<file path="src/rtl/cache_nway_rr_if.sv">
// Request/response and memory handshake bundle for cache_nway_rr.
//   slave  : cache side. It takes CPU requests and memory responses, and
//            drives the CPU response and the memory request.
//   master : environment side. It acts as the CPU and the memory model.
// Signals:
//   req_valid/req_ready/req_wr/req_addr/req_wdata : CPU request handshake
//   resp_valid/resp_data/resp_hit                 : completion pulse + result
//   mem_req/mem_wr/mem_addr/mem_wdata             : memory request, held until ack
//   mem_ack/mem_rdata                             : one-cycle memory completion
interface cache_nway_rr_if #(
  parameter int ADDR_W = 32,
  parameter int DATA_W = 32
);
  logic              req_valid;
  logic              req_ready;
  logic              req_wr;
  logic [ADDR_W-1:0] req_addr;
  logic [DATA_W-1:0] req_wdata;
  logic              resp_valid;
  logic [DATA_W-1:0] resp_data;
  logic              resp_hit;
  logic              mem_req;
  logic              mem_wr;
  logic [ADDR_W-1:0] mem_addr;
  logic [DATA_W-1:0] mem_wdata;
  logic              mem_ack;
  logic [DATA_W-1:0] mem_rdata;

  modport slave (
    input  req_valid, req_wr, req_addr, req_wdata, mem_ack, mem_rdata,
    output req_ready, resp_valid, resp_data, resp_hit,
           mem_req, mem_wr, mem_addr, mem_wdata
  );

  modport master (
    output req_valid, req_wr, req_addr, req_wdata, mem_ack, mem_rdata,
    input  req_ready, resp_valid, resp_data, resp_hit,
           mem_req, mem_wr, mem_addr, mem_wdata
  );
endinterface

</file>
<file path="src/rtl/cache_nway_rr.sv">
// cache_nway_rr: N-way set-associative, write-through, one-word-line cache.
// It has per-set round-robin replacement. A write updates a line only when
// it hits; a write miss does not allocate a line.
// Ports:
//   clk, rst_n : rising-edge clock; asynchronous active-low reset
//   bus        : cache_nway_rr_if.slave (CPU request/response + memory req/ack)
//   hit_cnt, miss_cnt : saturating 32-bit response counters. They exist
//                       only when CACHE_NWAY_STATS_EN is defined.
// Optional feature macro: CACHE_NWAY_STATS_EN
module cache_nway_rr #(
  parameter int WAYS   = 2,
  parameter int SETS   = 32,
  parameter int DATA_W = 32,
  parameter int ADDR_W = 32
) (
  input  logic                 clk,
  input  logic                 rst_n,
  cache_nway_rr_if.slave       bus
`ifdef CACHE_NWAY_STATS_EN
  ,
  output logic [31:0]          hit_cnt,
  output logic [31:0]          miss_cnt
`endif
);
  localparam int IDX_W = $clog2(SETS);
  localparam int TAG_W = ADDR_W - IDX_W;
  localparam int RR_W  = (WAYS > 1) ? $clog2(WAYS) : 1;

  typedef enum logic [2:0] {IDLE, LOOKUP, MEM_RD, MEM_WR, RESP} state_t;
  state_t state, state_nx;

  logic [ADDR_W-1:0] addr_q;
  logic              wr_q;
  logic [DATA_W-1:0] wdata_q;
  logic              hit_q;
  logic [DATA_W-1:0] resp_data_q;
  logic              resp_hit_q;

  logic [SETS-1:0][WAYS-1:0] vld;
  logic [SETS-1:0][RR_W-1:0] rr;
  logic [TAG_W-1:0]          tag_mem  [SETS][WAYS];
  logic [DATA_W-1:0]         data_mem [SETS][WAYS];

  logic [IDX_W-1:0] idx;
  logic [TAG_W-1:0] tag;
  assign idx = addr_q[IDX_W-1:0];
  assign tag = addr_q[ADDR_W-1:IDX_W];

  logic [WAYS-1:0] match, inval;
  for (genvar w = 0; w < WAYS; w++) begin : g_way
    assign match[w] = vld[idx][w] && (tag_mem[idx][w] == tag);
    assign inval[w] = !vld[idx][w];
  end

  // The loops scan downward, so the lowest matching way and the lowest
  // invalid way are the ones that win.
  logic            hit, has_inv;
  logic [RR_W-1:0] hit_way, vic_way;
  always_comb begin
    hit     = 1'b0;
    hit_way = '0;
    has_inv = 1'b0;
    vic_way = rr[idx];
    for (int w = WAYS - 1; w >= 0; w--) begin
      if (match[w]) begin
        hit     = 1'b1;
        hit_way = RR_W'(w);
      end
      if (inval[w]) begin
        has_inv = 1'b1;
        vic_way = RR_W'(w);
      end
    end
  end

  always_ff @(posedge clk or negedge rst_n) begin
    if (!rst_n) state <= IDLE;
    else        state <= state_nx;
  end

  always_comb begin
    state_nx = state;
    case (state)
      IDLE:   if (bus.req_valid) state_nx = LOOKUP;
      LOOKUP: state_nx = wr_q ? MEM_WR : (hit ? RESP : MEM_RD);
      MEM_RD: if (bus.mem_ack) state_nx = RESP;
      MEM_WR: if (bus.mem_ack) state_nx = RESP;
      RESP:   state_nx = IDLE;
      default: state_nx = IDLE;
    endcase
  end

  // The memory request is decoded from the state, so an asynchronous reset
  // drops mem_req at once.
  assign bus.req_ready  = (state == IDLE);
  assign bus.resp_valid = (state == RESP);
  assign bus.mem_req    = (state == MEM_RD) || (state == MEM_WR);
  assign bus.mem_wr     = (state == MEM_WR);
  assign bus.mem_addr   = addr_q;
  assign bus.mem_wdata  = wdata_q;
  assign bus.resp_data  = resp_data_q;
  assign bus.resp_hit   = resp_hit_q;

  always_ff @(posedge clk or negedge rst_n) begin
    if (!rst_n) begin
      addr_q      <= '0;
      wr_q        <= 1'b0;
      wdata_q     <= '0;
      hit_q       <= 1'b0;
      resp_data_q <= '0;
      resp_hit_q  <= 1'b0;
      vld         <= '0;
      rr          <= '0;
    end else begin
      case (state)
        IDLE: if (bus.req_valid) begin
          addr_q  <= bus.req_addr;
          wr_q    <= bus.req_wr;
          wdata_q <= bus.req_wdata;
        end
        LOOKUP: begin
          hit_q <= hit;
          if (!wr_q && hit) begin
            resp_data_q <= data_mem[idx][hit_way];
            resp_hit_q  <= 1'b1;
          end
        end
        MEM_RD: if (bus.mem_ack) begin
          vld[idx][vic_way] <= 1'b1;
          // The pointer moves only when a valid line is evicted.
          if (!has_inv)
            rr[idx] <= (rr[idx] == RR_W'(WAYS - 1)) ? '0 : rr[idx] + 1'b1;
          resp_data_q <= bus.mem_rdata;
          resp_hit_q  <= 1'b0;
        end
        MEM_WR: if (bus.mem_ack) resp_hit_q <= hit_q;
        default: ;
      endcase
    end
  end

  // Tag and data arrays have no reset. The valid bits gate them, and the
  // state is IDLE while reset is asserted, so no write can occur then.
  always_ff @(posedge clk) begin
    if (state == LOOKUP && wr_q && hit)
      data_mem[idx][hit_way] <= wdata_q;
    if (state == MEM_RD && bus.mem_ack) begin
      tag_mem[idx][vic_way]  <= tag;
      data_mem[idx][vic_way] <= bus.mem_rdata;
    end
  end

`ifdef CACHE_NWAY_STATS_EN
  always_ff @(posedge clk or negedge rst_n) begin
    if (!rst_n) begin
      hit_cnt  <= '0;
      miss_cnt <= '0;
    end else if (state == RESP) begin
      if (resp_hit_q) begin
        if (hit_cnt != 32'hFFFF_FFFF) hit_cnt <= hit_cnt + 32'd1;
      end else begin
        if (miss_cnt != 32'hFFFF_FFFF) miss_cnt <= miss_cnt + 32'd1;
      end
    end
  end
`endif
endmodule

</file>
<file path="src/flat_wrapper.sv">
// flat-port wrapper written by rule: the top's interface ports become plain ports
module cache_nway_rr_flat 
#(
  parameter int WAYS   = 2,
  parameter int SETS   = 32,
  parameter int DATA_W = 32,
  parameter int ADDR_W = 32
)
  (clk, rst_n, bus_req_valid, bus_req_wr, bus_req_addr, bus_req_wdata, bus_mem_ack, bus_mem_rdata, bus_req_ready, bus_resp_valid, bus_resp_data, bus_resp_hit, bus_mem_req, bus_mem_wr, bus_mem_addr, bus_mem_wdata);
  cache_nway_rr_if #(.ADDR_W(ADDR_W), .DATA_W(DATA_W)) bus_i ();
  input  logic clk;
  input  logic rst_n;
  input wire logic [$bits(bus_i.req_valid)-1:0] bus_req_valid;
  input wire logic [$bits(bus_i.req_wr)-1:0] bus_req_wr;
  input wire logic [$bits(bus_i.req_addr)-1:0] bus_req_addr;
  input wire logic [$bits(bus_i.req_wdata)-1:0] bus_req_wdata;
  input wire logic [$bits(bus_i.mem_ack)-1:0] bus_mem_ack;
  input wire logic [$bits(bus_i.mem_rdata)-1:0] bus_mem_rdata;
  output wire logic [$bits(bus_i.req_ready)-1:0] bus_req_ready;
  output wire logic [$bits(bus_i.resp_valid)-1:0] bus_resp_valid;
  output wire logic [$bits(bus_i.resp_data)-1:0] bus_resp_data;
  output wire logic [$bits(bus_i.resp_hit)-1:0] bus_resp_hit;
  output wire logic [$bits(bus_i.mem_req)-1:0] bus_mem_req;
  output wire logic [$bits(bus_i.mem_wr)-1:0] bus_mem_wr;
  output wire logic [$bits(bus_i.mem_addr)-1:0] bus_mem_addr;
  output wire logic [$bits(bus_i.mem_wdata)-1:0] bus_mem_wdata;
  assign bus_i.req_valid = bus_req_valid;
  assign bus_i.req_wr = bus_req_wr;
  assign bus_i.req_addr = bus_req_addr;
  assign bus_i.req_wdata = bus_req_wdata;
  assign bus_i.mem_ack = bus_mem_ack;
  assign bus_i.mem_rdata = bus_mem_rdata;
  assign bus_req_ready = bus_i.req_ready;
  assign bus_resp_valid = bus_i.resp_valid;
  assign bus_resp_data = bus_i.resp_data;
  assign bus_resp_hit = bus_i.resp_hit;
  assign bus_mem_req = bus_i.mem_req;
  assign bus_mem_wr = bus_i.mem_wr;
  assign bus_mem_addr = bus_i.mem_addr;
  assign bus_mem_wdata = bus_i.mem_wdata;
  cache_nway_rr #(.WAYS(WAYS), .SETS(SETS), .DATA_W(DATA_W), .ADDR_W(ADDR_W)) u_core (.clk(clk), .rst_n(rst_n), .bus(bus_i));
endmodule
</file>
<file path="config.mk">
export PLATFORM = sky130hd
export DESIGN_NAME = cache_nway_rr_flat
export DESIGN_NICKNAME = d
export VERILOG_FILES = /design/src/rtl/cache_nway_rr_if.sv /design/src/rtl/cache_nway_rr.sv /design/src/flat_wrapper.sv
export SDC_FILE = /design/constraint.sdc
export NUM_CORES = 2
export LEC_CHECK = 0
export CORE_MARGIN = 4
export CORE_UTILIZATION = 48
export DETAILED_ROUTE_END_ITERATION = 7
export SLEW_MARGIN = 10
export SYNTH_ARGS = -nofsm -noshare
export SYNTH_HDL_FRONTEND = slang
export SYNTH_SLANG_ARGS = --single-unit
</file>
<file path="constraint.sdc">
create_clock -name clk -period 6.66 [get_ports clk]
set_clock_uncertainty 0.05 [all_clocks]
set_input_delay 1.665 -clock clk [delete_from_list [all_inputs] [get_ports clk]]
set_output_delay 1.665 -clock clk [all_outputs]
set_load 0.1 [all_outputs]
</file>
==> After elaboration in Yosys (flattened, before gate mapping) <==
Memory sizes are Yosys's and may differ from the RTL's.
Index checks and enable logic that the tools add are counted.
W data, S select, Z words.
{ "totals": {"memories": 2, "ram_bits": 3776, "regBits": 198, "word_cells": 292, "inputBits": 101} }
{ "classes": {"n_addsub": 1, "n_bitwise": 68, "n_mux": 109, "order_cmp": 8, "n_eq_ne": 11, "n_reduce_logical": 22} }
{ "mem_list": {"columns": ["memory", "depth", "word_bits", "rd", "rd_clocked_by_memory_dff", "write_ports", "line", "text"], "rows": [
  ["u_core.data_mem", 32, 64, 1, 0, 1, "cache_nway_rr.sv:42", "logic [DATA_W-1:0] data_mem [SETS][WAYS];"],
  ["u_core.tag_mem", 32, 54, 1, 0, 1, "cache_nway_rr.sv:41", "logic [TAG_W-1:0] tag_mem [SETS][WAYS];"]
]} }
{ "op_table": {"columns": ["cell", "n"], "rows": [
  ["$mux W32", 7],
  ["$mux W64", 2],
  ["$mux W1", 80],
  ["$demux W32 S1", 2],
  ["$or A1 B1 Y1", 64],
  ["$or A64 B64 Y64", 1],
  ["$pmux W32 S2", 1],
  ["$eq A27 B27 Y1", 2],
  ["$mux W54", 1],
  ["$bwmux W32", 1],
  ["$demux W27 S1", 1],
  ["$mux W27", 1],
  ["$mux W3", 4],
  ["$bmux W2 S5", 1],
  ["$demux W2 S5", 1],
  ["$logic_and A1 B1 Y1", 10],
  ["$pmux W3 S3", 1],
  ["$eq A3 B2 Y1 const B", 2],
  ["$lt A5 B6 Y1 const B", 1],
  ["$ne A2 B2 Y1 const B", 3],
  ["$reduce_and A2 Y1", 3],
  ["$reduce_and A3 Y1", 2],
  ["$bmux W1 S5", 1],
  ["$demux W1 S5", 1],
  ["other kinds (21)", 26]
]} }

==> Logic depth before layout (Yosys ltp) <==
{ "logic_depth": {"depth_word": 12, "mapped_depth": 18, "ltp_nobuf": 10} }

==> Least setup slack after synthesis <==
Ideal clock, no wire load.
{ "synth_path": {"path_type": "register to register", "from": "register u_core.addr_q[0], in the netlist u_core.bus.mem_addr[0]", "to": "memory u_core.data_mem[21][10] in the netlist's numbering (enable)", "n_path_buf": 6, "path_stages_with_launch": 17, "setup_time_ns": 0.421, "path_slack_ns": 0.818, "t_arrival_ns": 5.371, "synth_period_minus_slack_ns": 5.842, "required_time_ns": 6.189, "cell_sequence": "dfrtp_1 -> buf_2 -> buf_2 -> buf_2 -> buf_2 -> mux2i_1 -> o22ai_1 -> nor4_1 -> nand2_1 -> xnor2_1 -> nand4_1 -> or4_1 -> nor3b_1 -> buf_4 -> a31oi_2 -> buf_2 -> nor2_1"} }
{ "synth_via": {"elab_chain_len": 12, "word_cells_on_any_way": 31, "cone_classes": "order compare (4); eq/ne (2); mux (16); bitwise (3); reduce/logical (5); memory (1)"} }
{ "synth_rtl": {"columns": ["element", "line", "text"], "rows": [
  ["from (decl)", "cache_nway_rr.sv:32", "logic [ADDR_W-1:0] addr_q;"],
  ["from (signal assigned)", "cache_nway_rr.sv:117", "addr_q <= bus.req_addr;"],
  ["$mem_v2 Z32 W54 or $bmux W2 S5 (tied branches)", null, null],
  ["$eq A27 B27 Y1 or $mux W2 (tied branches)", "cache_nway_rr.sv:51, cache_nway_rr.sv:52", null],
  ["$logic_and A1 B1 Y1", "cache_nway_rr.sv:51", "assign match[w] = vld[idx][w] && (tag_mem[idx][w] == tag);"],
  ["$mux W1 (2 in a row)", "cache_nway_rr.sv:65", "if (match[w]) begin"],
  ["$not A1 Y2 (implied by the code)", "cache_nway_rr.sv:146", "data_mem[idx][hit_way] <= wdata_q;"],
  ["$ge A2 B2 Y1 (implied by the code) or $lt A2 B1 Y1 (tied branches)", "cache_nway_rr.sv:146", null],
  ["$logic_and A1 B1 Y1 (implied by the code)", "cache_nway_rr.sv:146", null],
  ["$mux W32 (implied by the code)", "cache_nway_rr.sv:146", null],
  ["$demux W32 S1", "cache_nway_rr.sv:146", null],
  ["$mux W64 (implied by the code)", "cache_nway_rr.sv:146", null],
  ["$or A1 B1 Y1 (no line)", null, null],
  ["to (decl)", "cache_nway_rr.sv:42", null]
]} }
Parallel ways exist; a longest one is shown, timed or not. The select of a mux whose other input is x is not followed.

==> Worst setup path in the final report <==
{ "layout_path": {"from": "register u_core.addr_q[0], in the netlist u_core.bus.mem_addr[0]", "to": "register u_core.resp_data_q[24], in the netlist u_core.bus.resp_data[24]"} }
{ "layout_via": {"elab_chain_len": 11, "word_cells_on_any_way": 20, "cone_classes": "eq/ne (3); mux (10); bitwise (1); reduce/logical (4); memory (2)"} }
{ "layout_rtl": {"columns": ["element", "line", "text"], "rows": [
  ["$mem_v2 Z32 W54 or $bmux W2 S5 (tied branches)", null, null],
  ["$eq A27 B27 Y1 or $mux W2 (tied branches)", "cache_nway_rr.sv:51", null],
  ["$logic_and A1 B1 Y1", "cache_nway_rr.sv:51", null],
  ["$mux W1 (2 in a row)", "cache_nway_rr.sv:65", null],
  ["$not A1 Y2 (implied by the code)", "cache_nway_rr.sv:124", "resp_data_q <= data_mem[idx][hit_way];"],
  ["$mux W32 (implied by the code) (3 in a row)", "cache_nway_rr.sv:124", null],
  ["$mux W32", "cache_nway_rr.sv:123", "if (!wr_q && hit) begin"],
  ["$pmux W32 S2", "cache_nway_rr.sv:115", "case (state)"],
  ["to (signal assigned)", "cache_nway_rr.sv:124", null],
  ["to (signal assigned)", "cache_nway_rr.sv:133", "resp_data_q <= bus.mem_rdata;"],
  ["to (decl)", "cache_nway_rr.sv:36", "logic [DATA_W-1:0] resp_data_q;"]
]} }
Parallel ways exist; a longest one is shown, timed or not. The select of a mux whose other input is x is not followed.
A chain may end at the register's enable or synchronous reset.

==> results.txt <==
outcome = finished, final reports clean
first-pass GRT wire length = 649.3 mm
final hold vios = 0
Setup CP Type = flop to flop
Cell Rows = 207
critical path endpoint category = flop
ys flop type = edfxtp_1
Die Ht = 573.6 um
f_max = 166.9 MHz
Pwr Density = 467.9 nW/um^2
commonest non-fill, non-tap cell in the layout = edfxtp_1
Setup Fix Bufs, Post-CTS = 0
fin. max-slew vios = 0
Max-cap violations = 0
drt wl/cell = 36.63 um
flops & latches, synth = 3974
Comb power frac = 33.4%
measured slew at the worst slew-check pin = 1.221 ns
initial core utilization = 48.24%
Antenna Nets Post-Route = 0
Synth Warn # = 0
CTS tree = yes
Clk network pwr share = 26.9%
initial DRC count = 11120
die area = 329000 um^2
post-DP HPWL = 270.2 mm
fin util = 55.65%
synth unique cells = 59
vias in the first global route = 81390
vias per cell = 6.430
largest net degree at the start of global routing = 106
RSZ-0062 raised after global routing = no
Seq/Total Area, Yosys = 77.08%
initial antenna violation count = 19
EDFF count, synth = 3776
Syn Inst Count = 7732
die width = 573.6 um
CTS Hold Bufs = 0
Slew Limit Headroom = 18.37%
clock-pin slew on the worst setup and hold paths = 0.06 ns
share of cells above drive strength 1 = 22.63%
final setup fails = 0
routed vias = 82530
Area Overhead vs Synth = 15.38%
total grt overflow = 0
total CTS buffers = 409
Sw Share = 35.99%
P_leak = 58.50 nW
Avg Cell Area, Syn = 19.86 um^2
nets@finish = 8406
Net Sw Power = 29.84 mW
Tcrit/Tclk final = 89.98%
root buf cell = clkbuf_16
Arr. time, crit path = 6.76 ns
FFs w/ async S/R, synth = 4.982%
Mapped Nets = 7833
drt first pass iters = 5
Sink Count = 3974
Sum Neg Setup Slack = 0 ns
core box area = 318300 um^2
# fillers = 23900
Clock Path Buffers = 4
Worst Path Max Fanout = 46
internal power = 53.06 mW
shortest period the worst path allows = 5.993 ns
Seq pwr share = 39.7%
final wirelength = 470.2 mm
cts repair resizes = 0
Min-Delay Path Class = flop to flop
synthesized area = 153500 um^2
overall routing resource usage = 28.00%
most frequent cells in the layout = edfxtp_1, mux2i_1, mux4_2
Worst VDD drop = 513.2 uV
top-level I/O count = 202
Placer Congestion = 0.8365
Worst setup SP type = flop
Port Buf Inserts = 201
H-tree Lvls = 5
Crit path required time = 7.42 ns
Clock Latency Late Sink = 0.97 ns
final routed DRC violation total = 0
==> power groups by stage <==
stage	Sequential, mW	Combinational [mW]	Clock (mW)
after CTS	32.9	27.8	22.5
after detailed placement	33.4	27.7	0
after floorplan	35.6	14.0	0
after global routing	33.0	28.8	23.6
final	32.9	27.7	22.3
after global placement	33.4	27.4	0
==> synth_stat cells, types with 6 or more instances <==
library cell / n / share of area, %
a21o_1: 17 / 0.083
a21oi_1: 78 / 0.25
a221oi_1: 24 / 0.14
a22o_1: 13 / 0.074
a22oi_1: 141 / 0.69
a31oi_1: 31 / 0.13
and2_1: 8 / 0.033
and3_1: 7 / 0.029
and4_1: 7 / 0.040
buf_1: 38 / 0.093
buf_2: 180 / 0.59
buf_4: 52 / 0.25
buf_6: 10 / 0.073
clkbuf_1: 175 / 0.43
dfrtp_1: 198 / 3.2
edfxtp_1: 3776 / 74
inv_1: 25 / 0.061
mux2_1: 8 / 0.059
mux2_2: 95 / 0.70
mux2_4: 11 / 0.11
mux2i_1: 865 / 5.6
mux4_2: 581 / 8.5
nand2_1: 314 / 0.77
nand3_1: 34 / 0.11
nand4_1: 34 / 0.14
nor2_1: 186 / 0.45
nor2b_1: 9 / 0.037
nor4_1: 104 / 0.42
o2111ai_1: 6 / 0.034
o211ai_1: 6 / 0.029
o21ai_0: 93 / 0.30
o22ai_1: 423 / 1.7
o31ai_1: 38 / 0.19
or2_2: 65 / 0.26
or4_1: 6 / 0.029
xnor2_1: 26 / 0.15
xor2_1: 8 / 0.046
==> layout make-up <==
cell class	count	area (um^2)	area share [%]
antenna	7	17.52	0.009888
timing repair buffer	617	6304	3.558
clock buffer	511	10740	6.062
multi-input combinational	3277	34100	19.25
clock inverter	243	2261	1.276
inverter	26	100.1	0.05650
sequential	3974	118400	66.83
tap	4180	5230	2.952
==> layer usage <==
metal,GRT usage (%),vias up,part of all wire (%)
li1,-,33050,-
met1,39.05,44090,39
met2,44.74,4541,48
met3,4.880,840,9.2
met4,10.10,6,4.2
met5,0,-,0.0072
==> stage by stage <==
step           setup WS, ns  hold WS, ns  cell area [um^2]  total power [mW]  std cells
2_1_floorplan        0.8177       0.3837            153500             49.64       7732
3_3_place_gp         0.7915       0.3947            164100             60.79      12070
3_5_place_dp         0.8128       0.3986            164100             61.11      12070
4_1_cts              0.8036       0.4124            177100             83.22      12830
5_1_grt              0.4657       0.4231            177100             85.41      12830
6_report             0.6672       0.4094            177200             82.89      12840
==> registers in the layout, summed over array words and instances (netlist names) <==
| name | flops |
|---|---|
| u_core.data_mem | 2048 |
| u_core.tag_mem | 1728 |
| u_core.vld | 64 |
| u_core.bus.mem_addr | 32 |
| u_core.bus.mem_wdata | 32 |
| u_core.bus.resp_data | 32 |
| u_core.rr | 32 |
| u_core.state | 3 |
| u_core.bus.resp_hit | 1 |
| u_core.hit_q | 1 |
| u_core.wr_q | 1 |
==> critical path, cell delays in order (launching register included) <==
cell and delay [ns]:
dfrtp_4 0.87, buf_12 0.28, buf_12 0.34, buf_12 0.31
mux2i_1 0.23, o22ai_1 0.12, nor4_1 0.44, nand2_1 0.21
xnor2_1 0.37, nand4_1 0.17, or4_1 0.62, nor3b_4 0.69
buf_4 0.46, mux2i_1 0.43, mux2i_1 0.13
==> path summary, 6_finish.rpt <==
kind	startpoint	to	slack (ns)	cells after the start
max in group asynchronous	rst_n	u_core.bus.mem_addr[21]$_DFFE_PN0P_	4.52	2
min in group asynchronous	rst_n	u_core.bus.mem_wdata[9]$_DFFE_PN0P_	0.56	1
setup / recovery	u_core.bus.mem_addr[0]$_DFFE_PN0P_	u_core.bus.resp_data[24]$_DFFE_PN0P_	0.67	14
setup reg to reg	u_core.bus.mem_addr[0]$_DFFE_PN0P_	u_core.bus.resp_data[24]$_DFFE_PN0P_	0.67	14
hold / removal	u_core.vld[36]$_DFFE_PN0P_	u_core.vld[36]$_DFFE_PN0P_	0.41	1
hold reg to reg	u_core.vld[36]$_DFFE_PN0P_	u_core.vld[36]$_DFFE_PN0P_	0.41	1
==> cells by family after synthesis <==
kind of cell | after synthesis | share of synthesized area (%)
xor gates and xnor gates | 34 | 0.1939
and+or+nand+nor | 802 | 2.489
AOI/OAI and AO/OA | 881 | 3.718
muxes | 1560 | 15.02
DFF | 3974 | 77.08
buffers and inverters | 481 | 1.499
Power figures use the tool's default switching activity.
